===== config.mk =====
export PLATFORM = sky130hd
export DESIGN_NAME = sccb_slave_flat
export DESIGN_NICKNAME = d
export VERILOG_FILES = /design/src/rtl/sccb_pkg.sv /design/src/rtl/sccb_slave_if.sv /design/src/rtl/sccb_line_sync.sv /design/src/rtl/sccb_slave.sv /design/src/flat_wrapper.sv
export SDC_FILE = /design/constraint.sdc
export NUM_CORES = 1
export LEC_CHECK = 0
export BUFFER_PORTS_ARGS = -buffer_cell sky130_fd_sc_hd__buf_4
export CAP_MARGIN = 5
export CORE_AREA = 5 5 76 78
export CTS_BUF_LIST = sky130_fd_sc_hd__clkbuf_8
export DETAILED_ROUTE_END_ITERATION = 7
export DIE_AREA = 0 0 81 83
export PLACE_DENSITY_LB_ADDON = 0.05
export SYNTH_ARGS = -nofsm -noshare
export SYNTH_HDL_FRONTEND = slang
export SYNTH_HIERARCHICAL = 1
export SYNTH_SLANG_ARGS = --single-unit

===== constraint.sdc =====
create_clock -name CLK -period 3.15 [get_ports CLK]
set_input_delay 0 -clock CLK [delete_from_list [all_inputs] [get_ports CLK]]
set_output_delay 0 -clock CLK [all_outputs]
set_load 0.05 [all_outputs]

===== src/rtl/sccb_pkg.sv =====
// Shared SCCB constants and responder state encoding; the initiator side
// imports the same ID constants so both ends agree on the device address.
package sccb_pkg;

   localparam int SCCB_BYTE_BITS = 8;
   localparam int SCCB_ACK_BIT   = 8;

   localparam logic [7:0] SCCB_ID_WR = 8'h42;
   localparam logic [7:0] SCCB_ID_RD = 8'h43;

   typedef enum logic [3:0] {
      ST_IDLE      = 4'd0,
      ST_ID        = 4'd1,
      ST_ID_ACK    = 4'd2,
      ST_SUB       = 4'd3,
      ST_SUB_ACK   = 4'd4,
      ST_WDATA     = 4'd5,
      ST_WDATA_ACK = 4'd6,
      ST_RDATA     = 4'd7,
      ST_RDATA_NA  = 4'd8,
      ST_IGNORE    = 4'd9
   } sccb_state_e;

   function automatic logic [7:0] sccb_read_id(input logic [7:0] wr_id);
      return wr_id | 8'h01;
   endfunction

endpackage


===== src/rtl/sccb_slave_if.sv =====
// SCCB line and register-access port bundle; the responder takes the slave
// modport, the bench or initiator model drives through the master modport.
interface sccb_slave_if;

   logic       sioc;
   logic       siod_i;
   logic       siod_oe;
   logic [7:0] reg_addr;
   logic [7:0] reg_wdata;
   logic       reg_we;
   logic       reg_re;
   logic [7:0] reg_rdata;
   logic       busy;

   modport slave (
      input  sioc, siod_i, reg_rdata,
      output siod_oe, reg_addr, reg_wdata, reg_we, reg_re, busy
   );

   modport master (
      output sioc, siod_i, reg_rdata,
      input  siod_oe, reg_addr, reg_wdata, reg_we, reg_re, busy
   );

endinterface


===== src/rtl/sccb_line_sync.sv =====
// SIOC/SIOD synchronizers and line-event detection; every event is a
// registered one-CLK pulse, SYNC_STAGES+1 CLK after the pin changes.
module sccb_line_sync #(
   parameter int SYNC_STAGES = 2
) (
   input  logic clk,
   input  logic rst,
   input  logic sioc,
   input  logic siod,
   output logic sioc_rise,
   output logic sioc_fall,
   output logic start,
   output logic stop,
   output logic siod_lvl
);

   logic [SYNC_STAGES-1:0] sioc_sync;
   logic [SYNC_STAGES-1:0] siod_sync;
   logic                   sioc_now;
   logic                   siod_now;
   logic                   sioc_prev;
   logic                   siod_prev;
   logic                   primed;

   // Synchronizer chains stay unreset so they already track the pins when reset drops
   always_ff @(posedge clk) begin
      sioc_sync <= {sioc_sync[SYNC_STAGES-2:0], sioc};
      siod_sync <= {siod_sync[SYNC_STAGES-2:0], siod};
   end

   assign sioc_now = sioc_sync[SYNC_STAGES-1];
   assign siod_now = siod_sync[SYNC_STAGES-1];

   // Edge/condition detectors, primed from the live levels on the first cycle after reset
   always_ff @(posedge clk) begin
      if (rst) begin
         primed    <= 1'b0;
         sioc_prev <= 1'b0;
         siod_prev <= 1'b0;
         sioc_rise <= 1'b0;
         sioc_fall <= 1'b0;
         start     <= 1'b0;
         stop      <= 1'b0;
         siod_lvl  <= 1'b0;
      end else if (!primed) begin
         primed    <= 1'b1;
         sioc_prev <= sioc_now;
         siod_prev <= siod_now;
         sioc_rise <= 1'b0;
         sioc_fall <= 1'b0;
         start     <= 1'b0;
         stop      <= 1'b0;
         siod_lvl  <= siod_now;
      end else begin
         sioc_prev <= sioc_now;
         siod_prev <= siod_now;
         sioc_rise <= ~sioc_prev & sioc_now;
         sioc_fall <= sioc_prev & ~sioc_now;
         start     <= sioc_prev & sioc_now & siod_prev & ~siod_now;
         stop      <= sioc_prev & sioc_now & ~siod_prev & siod_now;
         siod_lvl  <= siod_now;
      end
   end

endmodule


===== src/rtl/sccb_slave.sv =====
// SCCB responder: decodes 3-phase writes and 2-phase write/read transactions.
// Define SCCB_SLAVE_ACK_DRIVE_EN to pull SIOD low on the 9th bit of matched write bytes.
module sccb_slave
   import sccb_pkg::*;
#(
   parameter logic [7:0] DEV_ADDR    = SCCB_ID_WR,
   parameter int         SYNC_STAGES = 2
) (
   input logic         CLK,
   input logic         RST,
   sccb_slave_if.slave bus
);

   localparam logic [3:0] CNT_LAST = 4'(SCCB_BYTE_BITS - 1);
   localparam logic [3:0] CNT_BYTE = 4'(SCCB_BYTE_BITS);
   localparam logic [3:0] CNT_ACK  = 4'(SCCB_ACK_BIT);
   localparam logic [3:0] CNT_DONE = 4'(SCCB_ACK_BIT + 1);
   localparam logic [7:0] RD_ADDR  = sccb_read_id(DEV_ADDR);
`ifdef SCCB_SLAVE_ACK_DRIVE_EN
   localparam logic       ACK_LVL  = 1'b1;
`else
   localparam logic       ACK_LVL  = 1'b0;
`endif

   sccb_state_e state_r, state_nx;
   logic       sioc_rise, sioc_fall, start, stop, siod_lvl;
   logic [7:0] shift_r, shift_nx, addr_r, addr_nx, wdata_r, wdata_nx, byte_in;
   logic [3:0] cnt_r, cnt_nx;
   logic       oe_r, oe_nx, we_r, we_nx, re_r, re_nx, busy_r, busy_nx, is_rd_r, is_rd_nx;

   sccb_line_sync #(.SYNC_STAGES(SYNC_STAGES)) u_sync (
      .clk(CLK), .rst(RST), .sioc(bus.sioc), .siod(bus.siod_i),
      .sioc_rise(sioc_rise), .sioc_fall(sioc_fall),
      .start(start), .stop(stop), .siod_lvl(siod_lvl)
   );

   assign byte_in = {shift_r[6:0], siod_lvl};

   // State register
   always_ff @(posedge CLK) begin
      if (RST) state_r <= ST_IDLE;
      else     state_r <= state_nx;
   end

   // Next-state decode; line conditions override the byte sequencing
   always_comb begin
      state_nx = state_r;
      if (start) begin
         state_nx = ST_ID;
      end else if (stop) begin
         state_nx = ST_IDLE;
      end else begin
         case (state_r)
            ST_ID:        if (sioc_rise && cnt_r == CNT_LAST)
                             state_nx = (byte_in == DEV_ADDR || byte_in == RD_ADDR) ? ST_ID_ACK : ST_IGNORE;
                          else state_nx = state_r;
            ST_ID_ACK:    if (sioc_fall && cnt_r == CNT_DONE) state_nx = is_rd_r ? ST_RDATA : ST_SUB;
                          else state_nx = state_r;
            ST_SUB:       if (sioc_rise && cnt_r == CNT_LAST) state_nx = ST_SUB_ACK;
                          else state_nx = state_r;
            ST_SUB_ACK:   if (sioc_fall && cnt_r == CNT_DONE) state_nx = ST_WDATA;
                          else state_nx = state_r;
            ST_WDATA:     if (sioc_rise && cnt_r == CNT_LAST) state_nx = ST_WDATA_ACK;
                          else state_nx = state_r;
            ST_WDATA_ACK: if (sioc_fall && cnt_r == CNT_DONE) state_nx = ST_IGNORE;
                          else state_nx = state_r;
            ST_RDATA:     if (!re_r && sioc_fall && cnt_r == CNT_BYTE) state_nx = ST_RDATA_NA;
                          else state_nx = state_r;
            ST_RDATA_NA:  if (sioc_fall) state_nx = ST_IGNORE;
                          else state_nx = state_r;
            default:      state_nx = state_r;
         endcase
      end
   end

   // Output/datapath decode; cnt counts SIOC rises within the 9-bit frame
   always_comb begin
      oe_nx    = oe_r;
      addr_nx  = addr_r;
      wdata_nx = wdata_r;
      we_nx    = 1'b0;
      re_nx    = 1'b0;
      busy_nx  = busy_r;
      shift_nx = shift_r;
      cnt_nx   = cnt_r;
      is_rd_nx = is_rd_r;
      if (start) begin
         cnt_nx   = 4'd0;
         shift_nx = 8'h00;
         oe_nx    = 1'b0;
         busy_nx  = 1'b1;
         is_rd_nx = 1'b0;
      end else if (stop) begin
         cnt_nx   = 4'd0;
         shift_nx = 8'h00;
         oe_nx    = 1'b0;
         busy_nx  = 1'b0;
      end else begin
         case (state_r)
            ST_ID, ST_SUB, ST_WDATA: begin
               if (sioc_rise) begin
                  shift_nx = byte_in;
                  cnt_nx   = cnt_r + 4'd1;
                  if (cnt_r == CNT_LAST) begin
                     case (state_r)
                        ST_ID:    is_rd_nx = (byte_in == RD_ADDR);
                        ST_SUB:   addr_nx  = byte_in;
                        ST_WDATA: begin
                           wdata_nx = byte_in;
                           we_nx    = 1'b1;
                        end
                        default:  is_rd_nx = is_rd_r;
                     endcase
                  end else begin
                     is_rd_nx = is_rd_r;
                  end
               end else begin
                  shift_nx = shift_r;
               end
            end
            ST_ID_ACK, ST_SUB_ACK, ST_WDATA_ACK: begin
               if (sioc_rise) begin
                  cnt_nx = cnt_r + 4'd1;
               end else if (sioc_fall && cnt_r == CNT_ACK) begin
                  oe_nx = ACK_LVL;
               end else if (sioc_fall && cnt_r == CNT_DONE) begin
                  oe_nx  = 1'b0;
                  cnt_nx = 4'd0;
                  re_nx  = (state_r == ST_ID_ACK) && is_rd_r;
               end else begin
                  cnt_nx = cnt_r;
               end
            end
            ST_RDATA: begin
               // First bit goes out on the load cycle, the rest on each SIOC fall
               if (re_r) begin
                  shift_nx = {bus.reg_rdata[6:0], 1'b0};
                  oe_nx    = ~bus.reg_rdata[7];
                  cnt_nx   = 4'd1;
               end else if (sioc_fall && cnt_r == CNT_BYTE) begin
                  oe_nx  = 1'b0;
                  cnt_nx = 4'd0;
               end else if (sioc_fall) begin
                  oe_nx    = ~shift_r[7];
                  shift_nx = {shift_r[6:0], 1'b0};
                  cnt_nx   = cnt_r + 4'd1;
               end else begin
                  cnt_nx = cnt_r;
               end
            end
            default: cnt_nx = cnt_r;
         endcase
      end
   end

   // Registered outputs and datapath
   always_ff @(posedge CLK) begin
      if (RST) begin
         oe_r    <= 1'b0;
         addr_r  <= 8'h00;
         wdata_r <= 8'h00;
         we_r    <= 1'b0;
         re_r    <= 1'b0;
         busy_r  <= 1'b0;
         shift_r <= 8'h00;
         cnt_r   <= 4'd0;
         is_rd_r <= 1'b0;
      end else begin
         oe_r    <= oe_nx;
         addr_r  <= addr_nx;
         wdata_r <= wdata_nx;
         we_r    <= we_nx;
         re_r    <= re_nx;
         busy_r  <= busy_nx;
         shift_r <= shift_nx;
         cnt_r   <= cnt_nx;
         is_rd_r <= is_rd_nx;
      end
   end

   assign bus.siod_oe   = oe_r;
   assign bus.reg_addr  = addr_r;
   assign bus.reg_wdata = wdata_r;
   assign bus.reg_we    = we_r;
   assign bus.reg_re    = re_r;
   assign bus.busy      = busy_r;

endmodule


===== src/flat_wrapper.sv =====
// flat-port wrapper written by rule: the top's interface ports become plain ports
module sccb_slave_flat import sccb_pkg::*;
#(
   parameter logic [7:0] DEV_ADDR    = SCCB_ID_WR,
   parameter int         SYNC_STAGES = 2
)
  (CLK, RST, bus_sioc, bus_siod_i, bus_reg_rdata, bus_siod_oe, bus_reg_addr, bus_reg_wdata, bus_reg_we, bus_reg_re, bus_busy);
  sccb_slave_if bus_i ();
  input logic CLK;
  input logic RST;
  input wire logic [$bits(bus_i.sioc)-1:0] bus_sioc;
  input wire logic [$bits(bus_i.siod_i)-1:0] bus_siod_i;
  input wire logic [$bits(bus_i.reg_rdata)-1:0] bus_reg_rdata;
  output wire logic [$bits(bus_i.siod_oe)-1:0] bus_siod_oe;
  output wire logic [$bits(bus_i.reg_addr)-1:0] bus_reg_addr;
  output wire logic [$bits(bus_i.reg_wdata)-1:0] bus_reg_wdata;
  output wire logic [$bits(bus_i.reg_we)-1:0] bus_reg_we;
  output wire logic [$bits(bus_i.reg_re)-1:0] bus_reg_re;
  output wire logic [$bits(bus_i.busy)-1:0] bus_busy;
  assign bus_i.sioc = bus_sioc;
  assign bus_i.siod_i = bus_siod_i;
  assign bus_i.reg_rdata = bus_reg_rdata;
  assign bus_siod_oe = bus_i.siod_oe;
  assign bus_reg_addr = bus_i.reg_addr;
  assign bus_reg_wdata = bus_i.reg_wdata;
  assign bus_reg_we = bus_i.reg_we;
  assign bus_reg_re = bus_i.reg_re;
  assign bus_busy = bus_i.busy;
  sccb_slave #(.DEV_ADDR(DEV_ADDR), .SYNC_STAGES(SYNC_STAGES)) u_core (.CLK(CLK), .RST(RST), .bus(bus_i));
endmodule

==> impl_results.md <==
* Final Instance Count excl. Fillers at 347
* Row count at 26
* Nets at 292
* RSZ-0062 raised after global routing: false
* Synth Warn # at 6
* Core area at 0.00501 mm²
* Die height at 83 µm
* CTS Sinks at 48
* Routed Antenna Nets at 0
* Root Buffer: clkbuf_8
* Slew margin rel. at 39.1%
* Largest net degree at the start of global routing at 29
* Worst vdd ir at 0.262 mV
* Mapped Avg Cell Area at 9.31 µm²
* Cell variety after synth at 57
* Clk Latency, worst-skew pair at 300 ps
* Status: finished clean
* Antenna violations before repair at 0
* Yosys reg bits at 48
* CP dominant cell by count: nor2_1
* Die footprint at 0.00672 mm²
* CP peak stage delay at 740 ps
* Net count after synthesis at 263
* Post-DR vias/cell at 5.38
* Drt first-iter violations at 90
* Internal power at 782 µW
* Fin. Hold Viols at 0
* Drt drc at 0
* Pins Over Slew Limit at 0
* Net Sw Frac at 22.7%
* GP Congestion at 0.825
* Die width at 81 µm
* Post-synth top flop: dfxtp_1
* Global Route Usage Sum at 16.8%
* PostCTS Resize Cnt at 0
* Logic pwr share at 3.6%
* Syn Inst Count at 248
* ANT cells at 0
* Tot Pwr at 1010 µW
* Clk slew on worst S/H paths at 90 ps
* Initial Util at 46.1%
* Critical Path RT at 3360 ps
* Seq/Total Area, Yosys at 41.6%
* Clock network fraction of total power at 35.3%
* Num CTS Buffers at 5
* Seq pwr share at 61.1%
* Async SR Flop Fraction at 0%
* Startpoint type of the worst setup path: flop
* Worst min path class: in -> reg
* Clock skew at 6.11 ps
* I/O pins at 32
* Slew @ Worst Pin at 906 ps
* Final period utilization at 76.1%
* CP endpoint kind: flop
* Fmax at 417 MHz
* Port bufs at 31
* Critical-path cell list: nand2_1 > nor2_1 > a22o_2 > nor2_1 > a311oi_1
* Final setup viols at 0
* Layout cells sized above 1 at 20.6%
* Syn Std Cell Area at 0.00231 mm²
* Area growth syn-to-layout at 15.4%
* Max Cap Violations at 0
* Post-placement cell count at 334
* Critical path's top delay family: simple AND/OR/NAND/NOR gates
* Clock Tree Buf Depth at 2
* Final TNS setup at 0 ps
* First-pass GRT wire length at 8.98 mm
* Detailed Place HPWL at 3.61 mm
* Final Util at 53.2%
* CTS tree: yes
* Pre-antenna DRT Iters at 4
* Commonest non-fill, non-tap cell in the layout: dfxtp_1
* Vias after detailed routing at 1867
* Leak Pwr at 0.00108 µW
* Commonest non-fill, non-tap cells in the layout: 48 x dfxtp_1, 37 x nor2_1, 31 x buf_4
* NetSw at 230 µW
* Routed WL per cell at 15.2 µm
* Drt total wl at 5.26 mm
* Period minus WS final at 2400 ps
* Number of global-route vias before repair at 1785
* H-tree depth at 2
* CP Max Fanout at 20
* Setup CP Type: reg -> reg
* Critical-path top delay cell: dfxtp_1
* Arrival time at the worst endpoint at 2610 ps
* Pwr per Cell Area at 380 mW/mm²
* Grt ovf at 0
* Critical path buffers and inverters at 0
* EDFF count, synth at 0
## final timing paths
check                                                   startpoint                                  to  slack (ps)  depth (start not counted)
worst min register to register  u_core/u_sync/siod_sync[0]$_DFF_P_  u_core/u_sync/siod_sync[1]$_DFF_P_         330                          0
worst min-delay path                                           RST        u_core/u_sync/primed$_DFF_P_          10                          2
worst max register to register      u_core/state_r[0]$_SDFFE_PP0P_      u_core/shift_r[5]$_SDFFE_PP0P_         750                          5
worst max-delay path                u_core/state_r[0]$_SDFFE_PP0P_      u_core/shift_r[5]$_SDFFE_PP0P_         750                          5
## cell usage after synthesis, drive strengths merged, types with 2 or more instances
| cell type | number | share of area [%] |
|---|---|---|
| nand3b | 2 | 0.65 |
| nand3 | 13 | 2.8 |
| dfxtp | 48 | 42 |
| and4b | 3 | 1.3 |
| nor3 | 7 | 1.5 |
| nor4 | 2 | 0.54 |
| and3 | 2 | 0.54 |
| or2b | 3 | 1.0 |
| a31oi | 2 | 0.54 |
| o2bb2ai | 2 | 0.76 |
| nor3b | 6 | 2.4 |
| o21ai | 5 | 1.1 |
| o21bai | 2 | 0.65 |
| nand2b | 4 | 1.2 |
| o32ai | 2 | 1.4 |
| nor4b | 2 | 0.76 |
| clkbuf | 6 | 1.8 |
| a21oi | 9 | 2.0 |
| a311oi | 7 | 2.7 |
| buf | 8 | 2.4 |
| and2b | 2 | 0.70 |
| or3 | 2 | 0.60 |
| nand2 | 15 | 2.4 |
| and4bb | 2 | 1.1 |
| nor2 | 37 | 6.0 |
| ha | 3 | 1.6 |
| nand4b | 4 | 2.2 |
| nor2b | 2 | 0.54 |
| a211oi | 2 | 1.2 |
| inv | 9 | 1.5 |
| mux2i | 19 | 8.2 |
## power by group through the flow
stage          Clock, µW  Combinational (µW)  Sequential (µW)
3_5_place_dp           0                30.4              632
6_report             357                36.2              618
4_1_cts              372                36.3              618
3_3_place_gp           0                30.2              632
2_1_floorplan          0                15.2              631
5_1_grt              392                39.4              619
## sequential cells by signal (all words and copies together), names as in the netlist
signal and cells:
u_core/u_sync/stop 1, u_core/bus.busy 1, u_core/is_rd_r 1, u_core/shift_r 8, u_core/u_sync/sioc_fall 1, u_core/u_sync/sioc_rise 1, u_core/bus.reg_wdata 8, u_core/u_sync/primed 1
u_core/state_r 4, u_core/bus.reg_re 1, u_core/u_sync/siod_sync 2, u_core/u_sync/start 1, u_core/u_sync/siod_prev 1, u_core/bus.siod_oe 1, u_core/cnt_r 4, u_core/bus.reg_addr 8
u_core/u_sync/sioc_prev 1, u_core/u_sync/sioc_sync 2, u_core/bus.reg_we 1
## layout make-up
class,instances,area [µm²]
Inverter,9,33.8
Tap cell,70,87.6
Multi-Input combinational cell,176,1210
Timing Repair Buffer,37,293
Clock inverter,2,12.5
Sequential cell,48,961
Fill cell,508,2340
Clock buffer,5,68.8
## what timing repair did
| item | CTS | global route |
|---|---|---|
| setup buffers | 0 | 0 |
| hold endpoints to repair | 6 | 0 |
| hold buffers | 6 | 0 |
## kinds of logic after synthesis
group	count (synthesis)	share of synthesized area [%]
AND/OR/NAND/NOR	112	27.8
flip-flops	48	41.6
AO/OA/AOI/OAI	41	14.3
buffers and inverters	24	6.07
multiplexers	19	8.23
adder cells (fa/ha/maj)	3	1.63
XOR/XNOR	1	0.379
## metrics by stage
step	setup slack (ps)	cell area, µm²	hold WS (ps)
6_report	754	2670	10.5
5_1_grt	499	2670	12.3
4_1_cts	810	2670	1.54
3_5_place_dp	840	2520	105
3_3_place_gp	973	2520	105
2_1_floorplan	1390	2310	27.7
## per-layer routing
| layer | track usage [%] | share of wire [%] |
|---|---|---|
| met5 | 0 | 0 |
| met4 | 5.07 | 1.3 |
| met3 | 4.00 | 5.0 |
| met2 | 25.7 | 45 |
| met1 | 23.2 | 49 |
(Power assumes the default switching activity.)
